--- src/rtl/muldiv_unit_if.sv ---
// Start/busy/done handshake bundle between the core and the iterative mul/div unit.
interface muldiv_unit_if #(
  parameter int unsigned XLEN = 32
);
  logic            start;
  logic            flush;
  logic [2:0]      funct3;
  logic [XLEN-1:0] a;
  logic [XLEN-1:0] b;
  logic            busy;
  logic            done;
  logic [XLEN-1:0] result;

  modport master (output start, flush, funct3, a, b, input busy, done, result);
  modport slave  (input start, flush, funct3, a, b, output busy, done, result);
endinterface

--- src/rtl/muldiv_unit.sv ---
// Iterative RV32M/RV64M execution unit: shift-add multiply and restoring divide,
// one bit per cycle, with sign fix-up and result selection in a final cycle.
module muldiv_unit #(
  parameter int unsigned XLEN = 32
) (
  input  logic         clk,
  input  logic         reset,
  muldiv_unit_if.slave bus
);

  localparam int unsigned CW = $clog2(XLEN);

  typedef enum logic [1:0] {S_IDLE, S_CALC, S_FIX, S_DONE} state_e;

  state_e            state_q, state_d;
  logic [2:0]        op_q, op_d;
  logic              sa_q, sa_d, sb_q, sb_d, spec_q, spec_d;
  logic [CW-1:0]     cnt_q, cnt_d;
  logic [2*XLEN-1:0] acc_q, acc_d;   // product, or quotient in the low half
  logic [XLEN:0]     rem_q, rem_d;
  logic [XLEN-1:0]   opb_q, opb_d;   // multiplicand / divisor magnitude, or special result
  logic [XLEN-1:0]   res_q, res_d;
  logic              busy_q, done_q;

  // Accept-time decode of signs, magnitudes and special division cases
  logic [2:0]      f3;
  logic            a_sgn, b_sgn, div_zero, div_ovf;
  logic [XLEN-1:0] a_mag, b_mag, spec_res;

  assign f3       = bus.funct3;
  assign a_sgn    = bus.a[XLEN-1] & ((f3 == 3'b001) | (f3 == 3'b010) | (f3 == 3'b100) | (f3 == 3'b110));
  assign b_sgn    = bus.b[XLEN-1] & ((f3 == 3'b001) | (f3 == 3'b100) | (f3 == 3'b110));
  assign a_mag    = a_sgn ? (~bus.a + XLEN'(1)) : bus.a;
  assign b_mag    = b_sgn ? (~bus.b + XLEN'(1)) : bus.b;
  assign div_zero = f3[2] & (bus.b == '0);
  assign div_ovf  = ((f3 == 3'b100) | (f3 == 3'b110)) &
                    (bus.a == {1'b1, {(XLEN-1){1'b0}}}) & (bus.b == '1);
  assign spec_res = div_zero ? (f3[1] ? bus.a : '1) : (f3[1] ? '0 : bus.a);

  // One iteration of multiply or divide
  logic [XLEN:0]   mul_sum;
  logic [XLEN+1:0] div_sh, div_diff;
  logic            div_ok;

  assign mul_sum  = {1'b0, acc_q[2*XLEN-1:XLEN]} + (acc_q[0] ? {1'b0, opb_q} : '0);
  assign div_sh   = {rem_q, acc_q[XLEN-1]};
  assign div_diff = div_sh - {2'b0, opb_q};
  assign div_ok   = ~div_diff[XLEN+1];

  // Sign fix-up of the raw magnitudes
  logic [2*XLEN-1:0] prod_fix;
  logic [XLEN-1:0]   quo_fix, rem_fix;
  logic              neg;

  assign neg      = sa_q ^ sb_q;
  assign prod_fix = neg  ? (~acc_q + (2*XLEN)'(1)) : acc_q;
  assign quo_fix  = neg  ? (~acc_q[XLEN-1:0] + XLEN'(1)) : acc_q[XLEN-1:0];
  assign rem_fix  = sa_q ? (~rem_q[XLEN-1:0] + XLEN'(1)) : rem_q[XLEN-1:0];

  always_comb begin
    state_d = state_q;
    op_d    = op_q;
    sa_d    = sa_q;
    sb_d    = sb_q;
    spec_d  = spec_q;
    cnt_d   = cnt_q;
    acc_d   = acc_q;
    rem_d   = rem_q;
    opb_d   = opb_q;
    res_d   = res_q;
    case (state_q)
      S_IDLE, S_DONE: begin
        if (state_q == S_DONE && bus.flush) begin
          state_d = S_IDLE;
        end else if (bus.start) begin
          op_d   = f3;
          sa_d   = a_sgn;
          sb_d   = b_sgn;
          cnt_d  = '0;
          rem_d  = '0;
          spec_d = div_zero | div_ovf;
          if (div_zero | div_ovf) begin
            opb_d   = spec_res;
            acc_d   = '0;
            state_d = S_FIX;
          end else begin
            opb_d   = f3[2] ? b_mag : a_mag;
            acc_d   = {{XLEN{1'b0}}, (f3[2] ? a_mag : b_mag)};
            state_d = S_CALC;
          end
        end else begin
          state_d = S_IDLE;
        end
      end
      S_CALC: begin
        if (bus.flush) begin
          state_d = S_IDLE;
        end else begin
          if (op_q[2]) begin
            rem_d = div_ok ? div_diff[XLEN:0] : div_sh[XLEN:0];
            acc_d = {acc_q[2*XLEN-1:XLEN], acc_q[XLEN-2:0], div_ok};
          end else begin
            acc_d = {mul_sum, acc_q[XLEN-1:1]};
          end
          cnt_d = cnt_q + CW'(1);
          if (cnt_q == CW'(XLEN-1)) state_d = S_FIX;
        end
      end
      S_FIX: begin
        if (bus.flush) begin
          state_d = S_IDLE;
        end else begin
          if (spec_q) begin
            res_d = opb_q;
          end else begin
            case (op_q)
              3'b000:                 res_d = prod_fix[XLEN-1:0];
              3'b001, 3'b010, 3'b011: res_d = prod_fix[2*XLEN-1:XLEN];
              3'b100, 3'b101:         res_d = quo_fix;
              default:                res_d = rem_fix;
            endcase
          end
          state_d = S_DONE;
        end
      end
      default: state_d = S_IDLE;
    endcase
  end

  always_ff @(posedge clk) begin
    if (reset) begin
      state_q <= S_IDLE;
      op_q    <= '0;
      sa_q    <= 1'b0;
      sb_q    <= 1'b0;
      spec_q  <= 1'b0;
      cnt_q   <= '0;
      acc_q   <= '0;
      rem_q   <= '0;
      opb_q   <= '0;
      res_q   <= '0;
      busy_q  <= 1'b0;
      done_q  <= 1'b0;
    end else begin
      state_q <= state_d;
      op_q    <= op_d;
      sa_q    <= sa_d;
      sb_q    <= sb_d;
      spec_q  <= spec_d;
      cnt_q   <= cnt_d;
      acc_q   <= acc_d;
      rem_q   <= rem_d;
      opb_q   <= opb_d;
      res_q   <= res_d;
      busy_q  <= (state_d == S_CALC) || (state_d == S_FIX);
      done_q  <= (state_d == S_DONE);
    end
  end

  assign bus.busy   = busy_q;
  assign bus.done   = done_q;
  assign bus.result = res_q;

endmodule
--- src/flat_wrapper.sv ---
// flat-port wrapper written by rule: the top's interface ports become plain ports
module muldiv_unit_flat 
#(
  parameter int unsigned XLEN = 32
)
  (clk, reset, bus_start, bus_flush, bus_funct3, bus_a, bus_b, bus_busy, bus_done, bus_result);
  muldiv_unit_if #(.XLEN(XLEN)) bus_i ();
  input  logic clk;
  input  logic reset;
  input wire logic [$bits(bus_i.start)-1:0] bus_start;
  input wire logic [$bits(bus_i.flush)-1:0] bus_flush;
  input wire logic [$bits(bus_i.funct3)-1:0] bus_funct3;
  input wire logic [$bits(bus_i.a)-1:0] bus_a;
  input wire logic [$bits(bus_i.b)-1:0] bus_b;
  output wire logic [$bits(bus_i.busy)-1:0] bus_busy;
  output wire logic [$bits(bus_i.done)-1:0] bus_done;
  output wire logic [$bits(bus_i.result)-1:0] bus_result;
  assign bus_i.start = bus_start;
  assign bus_i.flush = bus_flush;
  assign bus_i.funct3 = bus_funct3;
  assign bus_i.a = bus_a;
  assign bus_i.b = bus_b;
  assign bus_busy = bus_i.busy;
  assign bus_done = bus_i.done;
  assign bus_result = bus_i.result;
  muldiv_unit #(.XLEN(XLEN)) u_core (.clk(clk), .reset(reset), .bus(bus_i));
endmodule
--- config.mk ---
export PLATFORM = sky130hd
export DESIGN_NAME = muldiv_unit_flat
export DESIGN_NICKNAME = d
export VERILOG_FILES = /design/src/rtl/muldiv_unit_if.sv /design/src/rtl/muldiv_unit.sv /design/src/flat_wrapper.sv
export SDC_FILE = /design/constraint.sdc
export NUM_CORES = 1
export LEC_CHECK = 0
export CELL_PAD_IN_SITES_DETAIL_PLACEMENT = 2
export CELL_PAD_IN_SITES_GLOBAL_PLACEMENT = 2
export CORE_MARGIN = 3
export CORE_UTILIZATION = 37
export CTS_CLUSTER_DIAMETER = 40
export DETAILED_ROUTE_END_ITERATION = 8
export DONT_BUFFER_PORTS = 1
export PLACE_DENSITY = 0.86
export SLEW_MARGIN = 10
export SYNTH_ARGS = -nofsm -noshare
export SYNTH_HDL_FRONTEND = slang
export SYNTH_SLANG_ARGS = --single-unit
--- constraint.sdc ---
create_clock -name clk -period 8.4 [get_ports clk]
set_input_delay 0.42 -clock clk [delete_from_list [all_inputs] [get_ports clk]]
set_output_delay 0.42 -clock clk [all_outputs]
set_load 0.02 [all_outputs]
== Yosys cells after proc, flatten, opt, wreduce, memory -nomap -nowiden ==
Cells that the tools add are included.

* Register bits after elaboration: 176
* Output and inout bits: 34
* Word-level logic and storage cells: 116
* Input port bits: 71

* Bitwise logic cells: 21
* Eq/ne operators: 23
* Reduce and logical (&&, ||, !) cells: 14
* Add/subtract/negate cells: 8
* Muxes and demuxes: 37

{| class="wikitable"
|+ Operators by type and width
! kind !! count
|-
| two-way mux 32 bit || 13
|-
| two-way mux 64 bit || 5
|-
| two-way mux 33 bit || 5
|-
| adder 32 x 1 -> 32 bit, second input constant || 4
|-
| NOT 32 bit || 4
|-
| one-hot mux 64 bit (2 select lines) || 1
|-
| one-hot mux 32 bit (3 select lines) || 1
|-
| one-hot mux 33 bit (2 select lines) || 1
|-
| adder 64 x 1 -> 64 bit, second input constant || 1
|-
| == test 32 bit, second input constant || 2
|-
| NOT 64 bit || 1
|-
| subtractor 34 x 32 -> 34 bit || 1
|-
| adder 32 x 33 -> 33 bit || 1
|-
| logical NOT 32 bit || 1
|-
| two-way mux 5 bit || 3
|-
| == test 3 bit, second input constant || 4
|-
| two-way mux 2 bit || 6
|-
| one-hot mux 5 bit (2 select lines) || 1
|-
| AND reduction 5 bit || 2
|-
| == test 3 x 2 -> 1 bit, second input constant || 3
|-
| == test 2 bit, second input constant || 4
|-
| != test 2 bit, second input constant || 4
|-
| OR 1 bit || 7
|-
| == test 3 x 1 -> 1 bit, second input constant || 2
|-
| 18 further kinds || 26
|}

== Longest topological paths before layout ==
* Depth in word-level cells: 11
* Gate-level depth with buffers: 14
* Mapped depth without buffers: 13

== Least setup slack after synthesis ==
Ideal clock, no wire load.

* Path type: reg2reg
* Start point: reg u_core.acc_q[0]
* End point: reg u_core.acc_q[59]
* Arrival: 2,936 ps
* Cell stages (with the launch flop): 14
* Slack: 5,377 ps
* Path buffers: 1
* Data required time: 8,313 ps
* Setup time: 87 ps
* Period minus slack after synthesis: 3,023 ps
* Cell sequence: dfxtp_1 > inv_1 > clkbuf_1 > nor2_1 > ha_1 > a21o_1 > a21o_1 > a2111oi_0 > a31oi_1 > o21ai_0 > a21o_1 > a21boi_0 > o21a_1 > o31ai_1

* Cells in the longest elaborated chain, start to end: 5

{| class="wikitable"
|+ Ends and longest elaborated chain
! item !! line !! source
|-
| from (decl) || muldiv_unit.sv:19 || <nowiki>logic [2*XLEN-1:0] acc_q, acc_d;</nowiki>
|-
| from (signal assigned) || muldiv_unit.sv:138 || <nowiki>acc_q <= '0;</nowiki>
|-
| from (signal assigned) || muldiv_unit.sv:151 || <nowiki>acc_q <= acc_d;</nowiki>
|-
| two-way mux 32 bit || muldiv_unit.sv:45 || <nowiki>assign mul_sum = {1'b0, acc_q[2*XLEN-1:XLEN]} + (acc_q[0] ? {1'b0, opb_q} : '0);</nowiki>
|-
| adder 32 x 33 -> 33 bit || muldiv_unit.sv:45 ||
|-
| two-way mux 64 bit || muldiv_unit.sv:99 || <nowiki>if (op_q[2]) begin</nowiki>
|-
| two-way mux 64 bit || muldiv_unit.sv:96 || <nowiki>if (bus.flush) begin</nowiki>
|-
| one-hot mux 64 bit (2 select lines) || muldiv_unit.sv:71 || <nowiki>case (state_q)</nowiki>
|}

No other way between the ends. The select of a mux whose other input is x is not followed.
A chain may end at the register's enable or synchronous reset.

== Worst setup path in the final report ==
* Start point: reg u_core.rem_q[10]
* End point: reg u_core.rem_q[30]

* Cells in the longest elaborated chain, start to end: 5

{| class="wikitable"
|+ Ends and longest elaborated chain
! item !! line !! source
|-
| from (decl) || muldiv_unit.sv:20 || <nowiki>logic [XLEN:0] rem_q, rem_d;</nowiki>
|-
| from (signal assigned) || muldiv_unit.sv:152 || <nowiki>rem_q <= rem_d;</nowiki>
|-
| subtractor 34 x 32 -> 34 bit || muldiv_unit.sv:47 || <nowiki>assign div_diff = div_sh - {2'b0, opb_q};</nowiki>
|-
| two-way mux 33 bit || muldiv_unit.sv:100 || <nowiki>rem_d = div_ok ? div_diff[XLEN:0] : div_sh[XLEN:0];</nowiki>
|-
| two-way mux 33 bit || muldiv_unit.sv:99 ||
|-
| two-way mux 33 bit || muldiv_unit.sv:96 ||
|-
| one-hot mux 33 bit (2 select lines) || muldiv_unit.sv:71 ||
|}

No other way between the ends. The select of a mux whose other input is x is not followed.

==> flow_summary.toml <==
[sta]
tns_ns = 0
fmax_ghz = 0.236
fin_ws_ns = 4.16
finalCritPeriodShare = 0.504
slew_violations = 0
setup_viol = 0
worst_slew_pin_slew_ns = 1.26
fin_skew_ns = 0.0119
layout_min_cycle_time_ns = 4.24
slew_headroom = 0.160
rsz0062_at_grt = "no"
final-hold-violation-count = 0

[cells_and_area]
fillers = 4970
drive_gt1_frac = 0.0657
postLayoutCellArea_um2 = 16800
n_antenna_cell = 0
syn_to_final_growth_pct = 5.95
fin_util = 0.399
nets = 2207

[detailed_routing]
ant_nets = 0
vias = 17400
drt_first_pass_iters = 7
via_per_inst = 6.68
routedWlPerCell_um = 29.7
drtIter0Drc = 1582
wl_mm = 77.6
drc = 0

[placement]
dp_hpwl_mm = 58.9
gp_congestion = 0.960
io_buffers = 0
preCtsSetupSlack_ns = 4.29
placed_cell_area_um2 = 16300

[logic_synthesis]
synth-async-reset-ratio = 0
synth_top_cell_by_area = "dfxtp_1"
synth_area_per_cell_um2 = 7.41
syn-num-nets = 2294
synth_ff_type = "dfxtp_1"
yosys_warnings = 0
synth_edf_count = 0
ys_top_cells_by_area = "dfxtp_1 (22%), a21oi_1 (7.1%), xnor2_1 (6.1%)"
synth_area_um2 = 15900
ys_types = 88
ys_ff_latch = 176
synth_top_area_share = 0.222
synth_seq_area_share = 0.222
postSynthCellCount = 2146

[cts]
clk_pin_slew_ns = 0.07
cts_buffers = 17
cts.htree.levels = 4
cts_resized = 0
cts.path.max_buffers = 2
cts_hold_buf = 2
cts_setup_buffers = 0
cts_tree = "done"
clk_latency_ns = 0.51
root_buffer = "clkbuf_16"
cts.sink_count = 176

[floorplanning]
die_height_um = 213
initial_utilization = 0.376
num_rows = 75
die_w_um = 213
fp.dieArea_um2 = 45500
io_pins = 105
fp.coreArea_um2 = 42200

[power]
p_leak_nw = 6.33
p_per_area_nw_per_um2 = 141
ir_worst_vdd_mv = 0.158

[worst_setup_path]
crit_required_ns = 8.83
endpoint_kind = "flip-flop"
crit_type = "flip-flop to flip-flop"
slowest_delay_ns = 0.82
startpoint_type = "flip-flop"
crit_chain = "ha_1 -> o21ai_0 -> nor2_1 -> or4_1 -> o211ai_1 -> a31oi_1 -> nor3_4 -> nand2_1 -> or4_1 -> o211ai_1"
cp.arrival_ns = 4.67
critPathSlowestCell = "nor3_4"
critPathMaxFanout = 20

[global_routing]
grt_pass1_vias = 18300
grt_max_degree = 86
grt_pass1_wl_mm = 116
grt_antenna_before_repair = 2
grt_use_total = 0.340
grt.overflow.total = 0

[min_path]
min_path_type = "input port to flip-flop"

[flow_run]
drv_cap = 0

[outcome]
outcome = "finished clean"
[per-stage QoR]
stage               std cells  total power [W]  hold slack [ns]
finish                   2610          0.00237           0.0352
global route             2610          0.00246           0.0182
CTS                      2610          0.00236          0.00491
detailed placement       2577          0.00156            0.450
global placement         2577          0.00153            0.444
floorplan                2146          0.00136            0.436
[flip-flops by register name, summed over array words and instances, names as in the netlist]
signal and flops:
u_core.cnt_q 5, u_core.op_q 3, u_core.sb_q 1, u_core.opb_q 32
u_core.spec_q 1, u_core.rem_q 33, u_core.state_q 2, u_core.bus.busy 1
u_core.bus.done 1, u_core.sa_q 1, u_core.bus.result 32, u_core.acc_q 64
[worst max-delay path: cells and delay by family, from the launching register on]
kind	cells	cell delay, ns
adders and majority gates	1	0.37
and+or+nand+nor	5	2.42
AOI/OAI and AO/OA	4	0.84
DFF	1	0.52
[routing by layer]
| layer | global-route usage | share of wire | vias to the layer above |
|---|---|---|---|
| met4 | 0.203 | 0.065 | 2 |
| met2 | 0.544 | 0.45 | 684 |
| li1 | - | - | 7690 |
| met5 | 0 | 0.00013 | - |
| met1 | 0.408 | 0.40 | 8847 |
| met3 | 0.0908 | 0.079 | 201 |
[final cells by class]
class                      instances  area (um2)  share of cell area
clock buffer                      19         443              0.0263
clock inverter                    12        91.3             0.00542
inverter                          77         289              0.0172
multi-input combinational       1761       11600               0.689
sequential                       176        3520               0.209
tap                              539         674              0.0401
timing repair buffer              26         210              0.0125
[cell usage after synthesis, types with 34 or more instances]
cell	count
a211oi_1	42
clkbuf_1	116
o21ai_0	145
nor3_1	80
a21oi_1	226
dfxtp_1	176
ha_1	75
o211ai_1	36
xnor2_1	110
nand2_1	219
mux2i_1	41
nor2_1	179
a31oi_1	39
a21o_1	34
xor2_1	82
inv_1	77
[worst paths after layout]
kind                            startpoint                           endpoint  slack [ns]  cells past startpoint
max reg2reg  u_core.rem_q[10]$_SDFFE_PP0P_      u_core.rem_q[30]$_SDFFE_PP0P_        4.16                     10
min                                  reset  u_core.bus.result[8]$_SDFFE_PP0P_        0.04                      1
max          u_core.rem_q[10]$_SDFFE_PP0P_      u_core.rem_q[30]$_SDFFE_PP0P_        4.16                     10
min reg2reg  u_core.opb_q[24]$_SDFFE_PP0P_      u_core.opb_q[24]$_SDFFE_PP0P_        0.47                      2
[where the power goes]
group | internal [W] | switching [W]
Sequential | 0.000867 | 0.0000655
Clock | 0.000384 | 0.000410
Combinational | 0.000218 | 0.000427
[kinds of logic after synthesis]
kind of cell	count (synthesis)	share of synthesized area
AOI/OAI and AO/OA	725	0.292
xor gates and xnor gates	192	0.106
adders and majority gates	82	0.0647
buffers and inverters	209	0.0516
DFF	176	0.222
muxes	73	0.0485
and+or+nand+nor	689	0.216
[cell usage in the layout (no fill, tap or decap), types with 11 or more instances in the layout]
| cell | n |
|---|---|
| buf_4 | 24 |
| clkbuf_16 | 17 |
| and3_1 | 19 |
| a22oi_1 | 24 |
| inv_1 | 77 |
| nand2_1 | 219 |
| xnor2_1 | 109 |
| xor2_1 | 81 |
| or3_1 | 23 |
| o22ai_1 | 12 |
| a21oi_1 | 223 |
| ha_1 | 75 |
| nand3_1 | 30 |
| o21a_1 | 12 |
| nor2_1 | 178 |
| nor2b_1 | 13 |
| mux2i_1 | 41 |
| o211ai_1 | 36 |
| nor3_1 | 80 |
| nand2b_1 | 14 |
| a21o_1 | 34 |
| a221oi_1 | 14 |
| and2_1 | 16 |
| dfxtp_1 | 175 |
| o31ai_1 | 29 |
| nor4_1 | 18 |
| a211oi_1 | 42 |
| o21ai_0 | 145 |
| mux2_2 | 32 |
| or4_1 | 11 |
| o221ai_1 | 33 |
| nand4_1 | 19 |
| a31oi_1 | 39 |
Note: power is estimated with default switching activity, not from simulation.
